[config.mk]
export PLATFORM = sky130hd
export DESIGN_NAME = kws_layer_sequencer
export DESIGN_NICKNAME = d
export VERILOG_FILES = /design/src/rtl/kws_layer_sequencer.sv
export SDC_FILE = /design/constraint.sdc
export NUM_CORES = 1
export LEC_CHECK = 0
export ABC_AREA = 1
export ABC_CLOCK_PERIOD_IN_PS = 3600
export CORE_MARGIN = 1
export CORE_UTILIZATION = 50
export CTS_BUF_LIST = sky130_fd_sc_hd__clkbuf_4
export CTS_CLUSTER_SIZE = 20
export DETAILED_ROUTE_END_ITERATION = 7
export PLACE_DENSITY = 0.89
export SLEW_MARGIN = 5
export SYNTH_ARGS = -nofsm -noshare
export SYNTH_HDL_FRONTEND = slang
export SYNTH_SLANG_ARGS = --single-unit
[constraint.sdc]
create_clock -name clk -period 3.6 [get_ports clk]
set_input_delay 0.54 -clock clk [delete_from_list [all_inputs] [get_ports clk]]
set_output_delay 0.54 -clock clk [all_outputs]
set_load 0.02 [all_outputs]
[src/rtl/kws_layer_sequencer.sv]
// Mask-driven layer sequencer for the KWS accelerator: launches the selected
// stages in ascending order, arbitrates the shared PSRAM port and guards each stage with a watchdog.
module kws_layer_sequencer #(
  parameter int unsigned NUM_LAYERS = 6,
  parameter int unsigned IDX_W      = $clog2(NUM_LAYERS),
  parameter int unsigned TIMEOUT_W  = 20
) (
  input  logic                    clk,
  input  logic                    rst_n,
  input  logic                    start,
  input  logic                    abort,
  input  logic [NUM_LAYERS-1:0]   layer_mask,
  input  logic [TIMEOUT_W-1:0]    timeout_limit,
  input  logic [NUM_LAYERS-1:0]   layer_done,
  output logic [NUM_LAYERS-1:0]   layer_start,
  input  logic [NUM_LAYERS-1:0]   l_psram_sck,
  input  logic [NUM_LAYERS-1:0]   l_psram_ce_n,
  input  logic [4*NUM_LAYERS-1:0] l_psram_douten,
  input  logic [4*NUM_LAYERS-1:0] l_psram_dout,
  output logic                    psram_sck,
  output logic                    psram_ce_n,
  output logic [3:0]              psram_douten,
  output logic [3:0]              psram_dout,
  output logic                    busy,
  output logic [IDX_W-1:0]        cur_layer,
  output logic                    done,
  output logic                    error,
  output logic [IDX_W-1:0]        err_layer
);

  typedef enum logic [2:0] {
    S_IDLE   = 3'd0,
    S_LAUNCH = 3'd1,
    S_RUN    = 3'd2,
    S_DONE   = 3'd3,
    S_ERR    = 3'd4
  } state_t;

  state_t                 state;
  logic [IDX_W-1:0]       idx;
  logic [TIMEOUT_W-1:0]   timer;
  logic [NUM_LAYERS-1:0]  mask_q;
  logic                   error_q;
  logic [IDX_W-1:0]       err_layer_q;

  logic [IDX_W-1:0]       first_idx;
  logic                   first_found;
  logic [IDX_W-1:0]       next_idx;
  logic                   next_found;
  logic                   port_active;

  // Lowest set bit of the incoming mask selects the first layer of a run.
  always_comb begin
    first_idx   = '0;
    first_found = 1'b0;
    for (int unsigned i = 0; i < NUM_LAYERS; i++) begin
      if (!first_found && layer_mask[i]) begin
        first_idx   = IDX_W'(i);
        first_found = 1'b1;
      end
    end
  end

  always_comb begin
    next_idx   = '0;
    next_found = 1'b0;
    for (int unsigned i = 0; i < NUM_LAYERS; i++) begin
      if (!next_found && mask_q[i] && (i > 32'(idx))) begin
        next_idx   = IDX_W'(i);
        next_found = 1'b1;
      end
    end
  end

  always_ff @(posedge clk or negedge rst_n) begin
    if (!rst_n) begin
      state       <= S_IDLE;
      idx         <= '0;
      timer       <= '0;
      mask_q      <= '0;
      error_q     <= 1'b0;
      err_layer_q <= '0;
    end else begin
      case (state)
        S_IDLE: begin
          if (start && !abort) begin
            mask_q  <= layer_mask;
            error_q <= 1'b0;
            if (first_found) begin
              idx   <= first_idx;
              state <= S_LAUNCH;
            end else begin
              state <= S_DONE;
            end
          end
        end
        S_LAUNCH: begin
          timer <= '0;
          state <= abort ? S_IDLE : S_RUN;
        end
        S_RUN: begin
          // abort beats layer_done, which beats the watchdog
          if (abort) begin
            state <= S_IDLE;
          end else if (layer_done[idx]) begin
            if (next_found) begin
              idx   <= next_idx;
              state <= S_LAUNCH;
            end else begin
              state <= S_DONE;
            end
          end else if ((timeout_limit != '0) && (timer == timeout_limit)) begin
            state <= S_ERR;
          end else if (timer != '1) begin
            timer <= timer + TIMEOUT_W'(1);
          end
        end
        S_DONE: state <= S_IDLE;
        S_ERR: begin
          error_q     <= 1'b1;
          err_layer_q <= idx;
          state       <= S_IDLE;
        end
        default: state <= S_IDLE;
      endcase
    end
  end

  always_comb begin
    layer_start = '0;
    if (state == S_LAUNCH) layer_start[idx] = 1'b1;
  end

  assign port_active = (state == S_LAUNCH) || (state == S_RUN);

  // Port is parked (clock low, deselected, not driving) outside LAUNCH/RUN.
  always_comb begin
    psram_sck    = 1'b0;
    psram_ce_n   = 1'b1;
    psram_douten = '0;
    psram_dout   = '0;
    if (port_active) begin
      psram_sck    = l_psram_sck[idx];
      psram_ce_n   = l_psram_ce_n[idx];
      psram_douten = l_psram_douten[{idx, 2'b00} +: 4];
      psram_dout   = l_psram_dout[{idx, 2'b00} +: 4];
    end
  end

  assign busy      = (state == S_LAUNCH) || (state == S_RUN) || (state == S_DONE);
  assign done      = (state == S_DONE);
  assign cur_layer = idx;
  assign error     = error_q;
  assign err_layer = err_layer_q;

endmodule

---- Word level (Yosys, flattened, before mapping) ----
Cells that the tools add are included.
word-level totals
  register bits after elaboration ......... 36
cells by class
  add/sub/neg operators ................... 1
  order comparisons ....................... 7
  equality and inequality tests ........... 15
  shift-type cells ........................ 2
  mux-type cells .......................... 55
  reduce and logical (&&, ||, !) cells .... 39
operator list
  kind                                                 number
  two-way mux 20 bit                                   4
  variable part select 24 x 6 -> 4 bit                 2
  two-way mux 3 bit                                    15
  case mux 20 bit (2 select lines)                     1
  adder 20 x 1 -> 20 bit, second input constant        1
  equality test 20 bit                                 1
  two-way mux 1 bit                                    20
  inequality test 20 bit, second input constant        1
  nonzero test 20 bit                                  1
  logical AND 1 bit                                    17
  inequality test 2 bit, second input constant         8
  logical NOT 1 bit                                    10
  two-way mux 2 bit                                    5
  binary-select mux 1 bit (select 3 bit)               3
  case mux 3 bit (3 select lines)                      1
  two-way mux 4 bit                                    2
  equality test 3 x 2 -> 1 bit, second input constant  2
  > comparator 2 x 3 -> 1 bit, first input constant    2
  > comparator 3 bit, first input constant             2
  two-way mux 6 bit                                    1
  case mux 3 bit (2 select lines)                      1
  AND reduction 2 bit                                  3
  AND reduction 6 bit                                  1
  nonzero test 2 bit                                   3
  other kinds (11)                                     12

---- Depth between registers and ports, before layout ----
Gate-level depths: netlist of the first run.
  word-level depth ........................ 23
  gate-level depth with buffers ........... 14
  gate-level depth less buffers ........... 13

---- Worst setup path before layout of the first run ----
No wires, ideal clock.
  kind .................................... register to output
  start ................................... register state[2]
  end ..................................... output port layer_start[0]
  arrival ................................. 1617 ps
  required time ........................... 3060 ps
  setup slack ............................. 1443 ps
  stages on the path, launching flop included .. 6
  buffers on the path ..................... 2
  path through ............................ dfrtp_1 > nor3_1 > inv_1 > buf_2 > clkbuf_1 > nor3_1
between the ends
  word-level cells in the longest chain between the ends .. 2
ends and longest elaborated chain
  what                          line  text
  from (decl)                   39    state_t state;
  from (signal assigned)        99    state <= abort ? S_IDLE : S_RUN;
  equality test 3 x 1 -> 1 bit  131   if (state == S_LAUNCH) layer_start[idx] = 1'b1;
  two-way mux 6 bit             131
  to (decl)                     15    output logic [NUM_LAYERS-1:0] layer_start,
Every way passes these cells.

---- Final worst setup path of the first run ----
  start ................................... register idx[1] (netlist: cur_layer[1])
  end ..................................... output port psram_sck
between the ends
  word-level cells in the longest chain between the ends .. 3
ends and longest elaborated chain
  what                                     line  text
  from (decl)                              40    logic [IDX_W-1:0] idx;
  from (signal assigned)                   90    idx <= first_idx;
  from (signal assigned)                   107   idx <= next_idx;
  binary-select mux 1 bit (select 3 bit)   143   psram_sck = l_psram_sck[idx];
  two-way mux 1 bit (not written as such)  143
  two-way mux 1 bit                        142   if (port_active) begin
  to (decl)                                20    output logic psram_sck,
Every way passes these cells. The select of a mux whose other input is x is not followed.

==> reports/qor.yml, run 1 <==
crit_fanout: 13
floorplan.initialDensity: 0.519
drv_cap: 0
async_reset_ff_frac: 1.00
cp.required_ns: 3.06
critPathBufInv: 4
wl_per_cell_um: 14.6
synth_area_um2: 3300
setup_viol: 0
grt_usage: 0.308
grt_pass1_vias: 3714
cts_tree: "done"
final_nets: 744
yosysUniqueCellTypes: 35
cts_sinks: 35
cts_buffers: 5
ys_warn_count: 0
syn2layout_area_growth_pct: 38.0
grt_setup_unrepaired: "false"
ctsResizeCount: 0
reg2reg_to: "timer[9]"
ioPinCount: 121
clockBufferDepth: 2
clkLatencyLatePin_ns: 0.35
placementRows: 29
wl_um: 10600
peakVddDrop_uv: 378
vias: 3926
avgSynthCellArea_um2: 6.13
leakagePower_nw: 1.98
path_class: "reg -> out"
p_per_area_nw_per_um2: 509
post-place-cells: 717
die-area_um2: 6920
die_w_um: 83.2
yosysSeqAreaShare: 0.266
slew_violations: 0
via_per_inst: 5.42
portBuffers: 120
reg2regPathDepth: 11
postCtsSetupBuffers: 0
mostFrequentLayoutCell: "nand2_1"
layout-drive-gt1-share: 0.0664
grt_max_degree: 42
antenna_found_initial: 0
cts-htree-levels: 2
outcome: "finished, final reports clean"
synthFlopType: "dfrtp_1"
critPathLaunch: "cur_layer[1]"
drtIter0Drc: 305
crit_family: "buffers and inverters"
dp_hpwl_um: 8200
r2r_setup_slack_ns: 1.21
max_stage_delay_ns: 0.66
cp-end-kind: "output port"
cts.reportedPaths.clkPinSlew_ns: 0.12
cp_slowest_cell: "dfrtp_1"
coreArea_um2: 6350
max_freq_mhz: 306
fin_cells: 725
cp.depth: 9
ant_nets: 0
drtPass1Iterations: 5
die_y_um: 83.2
relSlewSlack: 0.625
ys_ff_latch: 35
multi_input_area_um2: 2090
ctsHoldBuffers: 0
n_antenna_cell: 0
synth_nets: 635
place_congestion: 0.943
worst_slew_pin_slew_ns: 0.561
grt_pass1_wl_um: 17200
hold_path.class: "reg -> reg"
critical_path_arrival_ns: 2.72
hold_viol_final: 0
crit_chain: "inv_2 -> nor2_1 -> inv_1 -> nor2_1 -> o21ai_0 -> o221ai_1 -> nand2_1 -> inv_1 -> clkdlybuf4s50_1"
cts_root_buf: "clkbuf_4"
period_share: 0.907
seqCellArea_um2: 876
synthCells: 538
skew_ns: 0.0134
place_ws_ns: 0.739
reg2reg_from: "cur_layer[1]"
final.setup.tns_ns: 0
final_cell_mix: "nand2_1, clkdlybuf4s50_1, nor2_1"
drc: 0
timing.final.ws_setup_ns: 0.335
period_needed_ns: 3.26
min_path_cells: 2
n_fill_cell: 549
synth_edf_count: 0
start_kind: "flip-flop"
crit_path_end: "psram_sck"
overflow: 0
finish.utilization: 0.716
-- layer usage --
layer,part of all wire,track usage
met2,0.50,0.535
met1,0.42,0.397
met5,0,0
met3,0.065,0.0437
met4,0.019,0.0940
-- metrics by stage --
stage	hold WS, ns	area [µm²]	total power, W
final	0.496	4550	0.00231
after global routing	0.525	4550	0.00249
after global placement	0.461	4500	0.00205
after CTS	0.494	4550	0.00230
after detailed placement	0.466	4500	0.00209
after floorplan	0.244	3300	0.00158
-- cell usage after synthesis, drive strengths merged, types with 7 or more instances --
master | number | area, µm²
a21oi | 11 | 55.1
o22ai | 7 | 43.8
inv | 52 | 195
nor3 | 18 | 101
buf | 12 | 90.1
nand2 | 148 | 617
nand4 | 11 | 68.8
nor2 | 104 | 408
o21ai | 44 | 220
xnor2 | 18 | 158
clkbuf | 10 | 37.5
xor2 | 10 | 87.6
dfrtp | 35 | 876
nand3 | 41 | 210
-- worst register-to-register path, delay by kind of cell (launching register included) --
kind	cells	cell delay (ns)
AND/OR/NAND/NOR	10	1.47
buffers and inverters	1	0.16
flip-flops	1	0.66
-- worst min path at each step --
stage | endpoint | from
floorplan | cur_layer[0] | rst_n
global placement | error | error
detailed placement | mask_q[1] | mask_q[1]
CTS | mask_q[1] | mask_q[1]
global route | mask_q[1] | mask_q[1]
finish | error | error
-- cells by family (layout without fill, tap and decap cells) --
group	Yosys count	in the layout	synth area share
AOI/OAI and AO/OA	69	69	0.115
xor gates and xnor gates	28	28	0.0744
adders and majority gates	1	1	0.00380
buffers and inverters	76	186	0.100
DFF	35	35	0.266
muxes	1	1	0.00304
and+or+nand+nor	328	328	0.438
-- flip-flops by register name (all words and copies together), names as in the netlist --
name	count
timer	20
mask_q	5
cur_layer	3
err_layer	3
state	3
error	1
-- area by class of cell --
class                           count  area share
Clock buffer                        5     0.00825
Sequential cell                    35       0.193
Inverter                           54      0.0446
Timing Repair Buffer              124       0.271
Multi-Input combinational cell    427       0.459
Clock inverter                      3     0.00330
Tap cell                           77      0.0212
-- where the power goes --
part,internal (W),leakage [nW],switching (W),total (W)
clock,0.0000727,0.0347,0.000143,0.000215
sequential,0.000450,0.476,0.0000736,0.000524
combinational,0.000583,1.47,0.000991,0.00157
total,0.00111,1.98,0.00121,0.00231
Power figures use the tool's default switching activity.
==> run 2, diff against run 1 <==
--- a/config.mk
+++ b/config.mk
@@ -6,13 +6,13 @@
 export NUM_CORES = 1
 export LEC_CHECK = 0
 export ABC_AREA = 1
-export ABC_CLOCK_PERIOD_IN_PS = 3600
+export ABC_CLOCK_PERIOD_IN_PS = 2660
 export CORE_MARGIN = 1
-export CORE_UTILIZATION = 50
+export CORE_UTILIZATION = 42
 export CTS_BUF_LIST = sky130_fd_sc_hd__clkbuf_4
 export CTS_CLUSTER_SIZE = 20
 export DETAILED_ROUTE_END_ITERATION = 7
-export PLACE_DENSITY = 0.89
+export PLACE_DENSITY = 0.79
 export SLEW_MARGIN = 5
 export SYNTH_ARGS = -nofsm -noshare
 export SYNTH_HDL_FRONTEND = slang
==> constraint.sdc (replaced) <==
create_clock -name clk -period 2.66 [get_ports clk]
set_input_delay 0.399 -clock clk [delete_from_list [all_inputs] [get_ports clk]]
set_output_delay 0.399 -clock clk [all_outputs]
set_load 0.02 [all_outputs]
==> run 2 against run 1 <==
Die area increased by 19%; cell area rose by 3.4%; core utilization fell by 8.2 points; final cell count rose by 4.7%; sequential power is 35% higher; total power up 41%; via count up 0.99%; largest power group unchanged.
==> reports/qor.yml, run 2 (synthesis results as in run 1) <==
coreArea_um2: 7410  # was 6350 µm²
grt_max_degree: 36  # was 42
path_class: "reg -> out"  # unchanged
cts_tree: "done"  # unchanged
slew_violations: 0  # unchanged
top_regs: "timer: 20 flops, mask_q: 5 flops"  # unchanged
drc: 0  # unchanged
outcome: "finished, final reports clean"  # unchanged
layout-drive-gt1-share: 0.0924  # was 0.0664
n_fill_cell: 706  # was 549
hold_viol_final: 0  # unchanged
cts_sinks: 35  # unchanged
clockBufferDepth: 2  # unchanged
final.setup.tns_ns: 0  # unchanged
drv_cap: 0  # unchanged
setup_viol: 0  # unchanged
grt_usage: 0.264  # was 0.308
ioPinCount: 121  # unchanged
leakagePower_nw: 2.19  # was 1.98 nW
mostFrequentLayoutCell: "nand2_1"  # unchanged
grt_setup_unrepaired: "false"  # unchanged
dp_hpwl_um: 8390  # was 8200 µm
cts_root_buf: "clkbuf_4"  # unchanged
ant_nets: 0  # unchanged
portBuffers: 120  # unchanged
place_congestion: 0.984  # was 0.943
wl_per_cell_um: 14.2  # was 14.6 µm
cts_buffers: 5  # unchanged
period_share: 0.942
final_cell_mix: "nand2_1, clkdlybuf4s50_1, nor2_1"  # unchanged
floorplan.initialDensity: 0.445  # was 0.519
final_nets: 756  # was 744
start_kind: "flip-flop"  # unchanged
cts.reportedPaths.clkPinSlew_ns: 0.12  # about the same
grt_pass1_vias: 3721  # was 3714
p_per_area_nw_per_um2: 695  # was 509 nW/µm²
placementRows: 31  # was 29
grt_pass1_wl_um: 17600  # was 17200 µm
drtIter0Drc: 220  # was 305
via_per_inst: 5.22  # was 5.42
period_needed_ns: 2.50
peakVddDrop_uv: 401  # was 378 µV
die_w_um: 90.6  # was 83.2 µm
cts-htree-levels: 2  # unchanged
reg2regPathDepth: 12  # was 11
ctsHoldBuffers: 0  # unchanged
critical_path_arrival_ns: 2.11  # was 2.72 ns
max_freq_mhz: 399
n_antenna_cell: 0  # unchanged
antenna_found_initial: 0  # unchanged
skew_ns: 0.0190  # was 0.0134 ns
wl_um: 10800  # was 10600 µm
die_y_um: 90.6  # was 83.2 µm
overflow: 0  # unchanged
syn2layout_area_growth_pct: 42.7  # was 38.0%
regMostFlops: "timer"  # unchanged
cp-end-kind: "output port"  # unchanged
timing.hold.ws_ns: 0.436  # was 0.496 ns
die-area_um2: 8200  # was 6920 µm²
largest_reg_flops: 20  # unchanged
cp.required_ns: 2.26  # was 3.06 ns
worst_slew_pin_slew_ns: 0.464  # was 0.561 ns
crit_fanout: 5  # was 13
vias: 3965  # was 3926
relSlewSlack: 0.691  # was 0.625
drtPass1Iterations: 4  # was 5
hold_path.class: "in -> async"  # was reg -> reg
clkLatencyLatePin_ns: 0.37  # was 0.35 ns
==> run 2: cell types whose count changed in the layout (fill, tap and decap cells not counted), moves of 2 or more <==
| cell | change |
|---|---|
| clkdlybuf4s50_1 | -16 |
| dlygate4sd2_1 | +8 |
| dfrtp_2 | +2 |
| buf_4 | +12 |
| dlymetal6s2s_1 | +8 |
| clkbuf_4 | +2 |
| dfrtp_1 | -2 |
==> run 2: final cells by class <==
class,count,area [µm²],share of cell area
clock buffer,7,52.6,0.0112
clock inverter,1,5.00,0.00106
inverter,54,206,0.0439
multi-input combinational,427,2100,0.448
sequential,35,878,0.187
tap,99,124,0.0263
timing repair buffer,136,1330,0.283
==> run 2: power by group <==
part           internal [W]  switching [W]
registers          0.000612      0.0000952
clock network      0.000123       0.000196
logic              0.000843        0.00140
total               0.00158        0.00169
==> run 2: timing repair <==
| item | CTS | global route |
|---|---|---|
| gates resized for setup | 14 | 11 |
| setup endpoints to repair | 15 | 8 |
| pin swaps | 0 | 1 |
| gates cloned | 0 | 0 |
| buffers inserted | 3 | 4 |
==> run 2: layer usage <==
layer	wire length, µm	vias to the layer above	global-route usage
met3	604	27	0.0505
met1	4820	1850	0.346
met5	0	-	0
met4	211	0	0.0726
met2	5170	121	0.440
li1	-	1967	-
==> run 2: final timing paths <==
| kind | start | endpoint | slack (ns) |
|---|---|---|---|
| setup / recovery | cur_layer[2] | psram_sck | 0.16 |
| hold / removal | rst_n | timer[2] | 0.44 |
| setup reg to reg | timer[0] | timer[3] | 0.41 |
| hold reg to reg | error | error | 0.49 |
| max in group asynchronous | rst_n | cur_layer[2] | 1.87 |
| min in group clk | error | error | 0.49 |
==> run 2: through the flow <==
stage / std cells / power [W] / setup slack, ns / instance area, µm² / utilization
after CTS: 755 / 0.00322 / 0.00383 / 4640 / 0.627
after floorplan: 538 / 0.00214 / 0.644 / 3300 / -
final: 759 / 0.00327 / 0.156 / 4700 / 0.635
after detailed placement: 744 / 0.00289 / 0.0682 / 4560 / 0.616
after global routing: 759 / 0.00351 / 0.0822 / 4700 / 0.635
after global placement: 744 / 0.00285 / 0.115 / 4560 / 0.616
==> run 2: critical path, cell delays in order (launching register included) <==
cell and delay, ns:
dfrtp_2 0.46, buf_4 0.15, nor2_2 0.23, inv_1 0.13, nor2_1 0.12, o21ai_0 0.12
o221ai_1 0.08, nand2_1 0.07, inv_1 0.05, dlygate4sd2_1 0.34
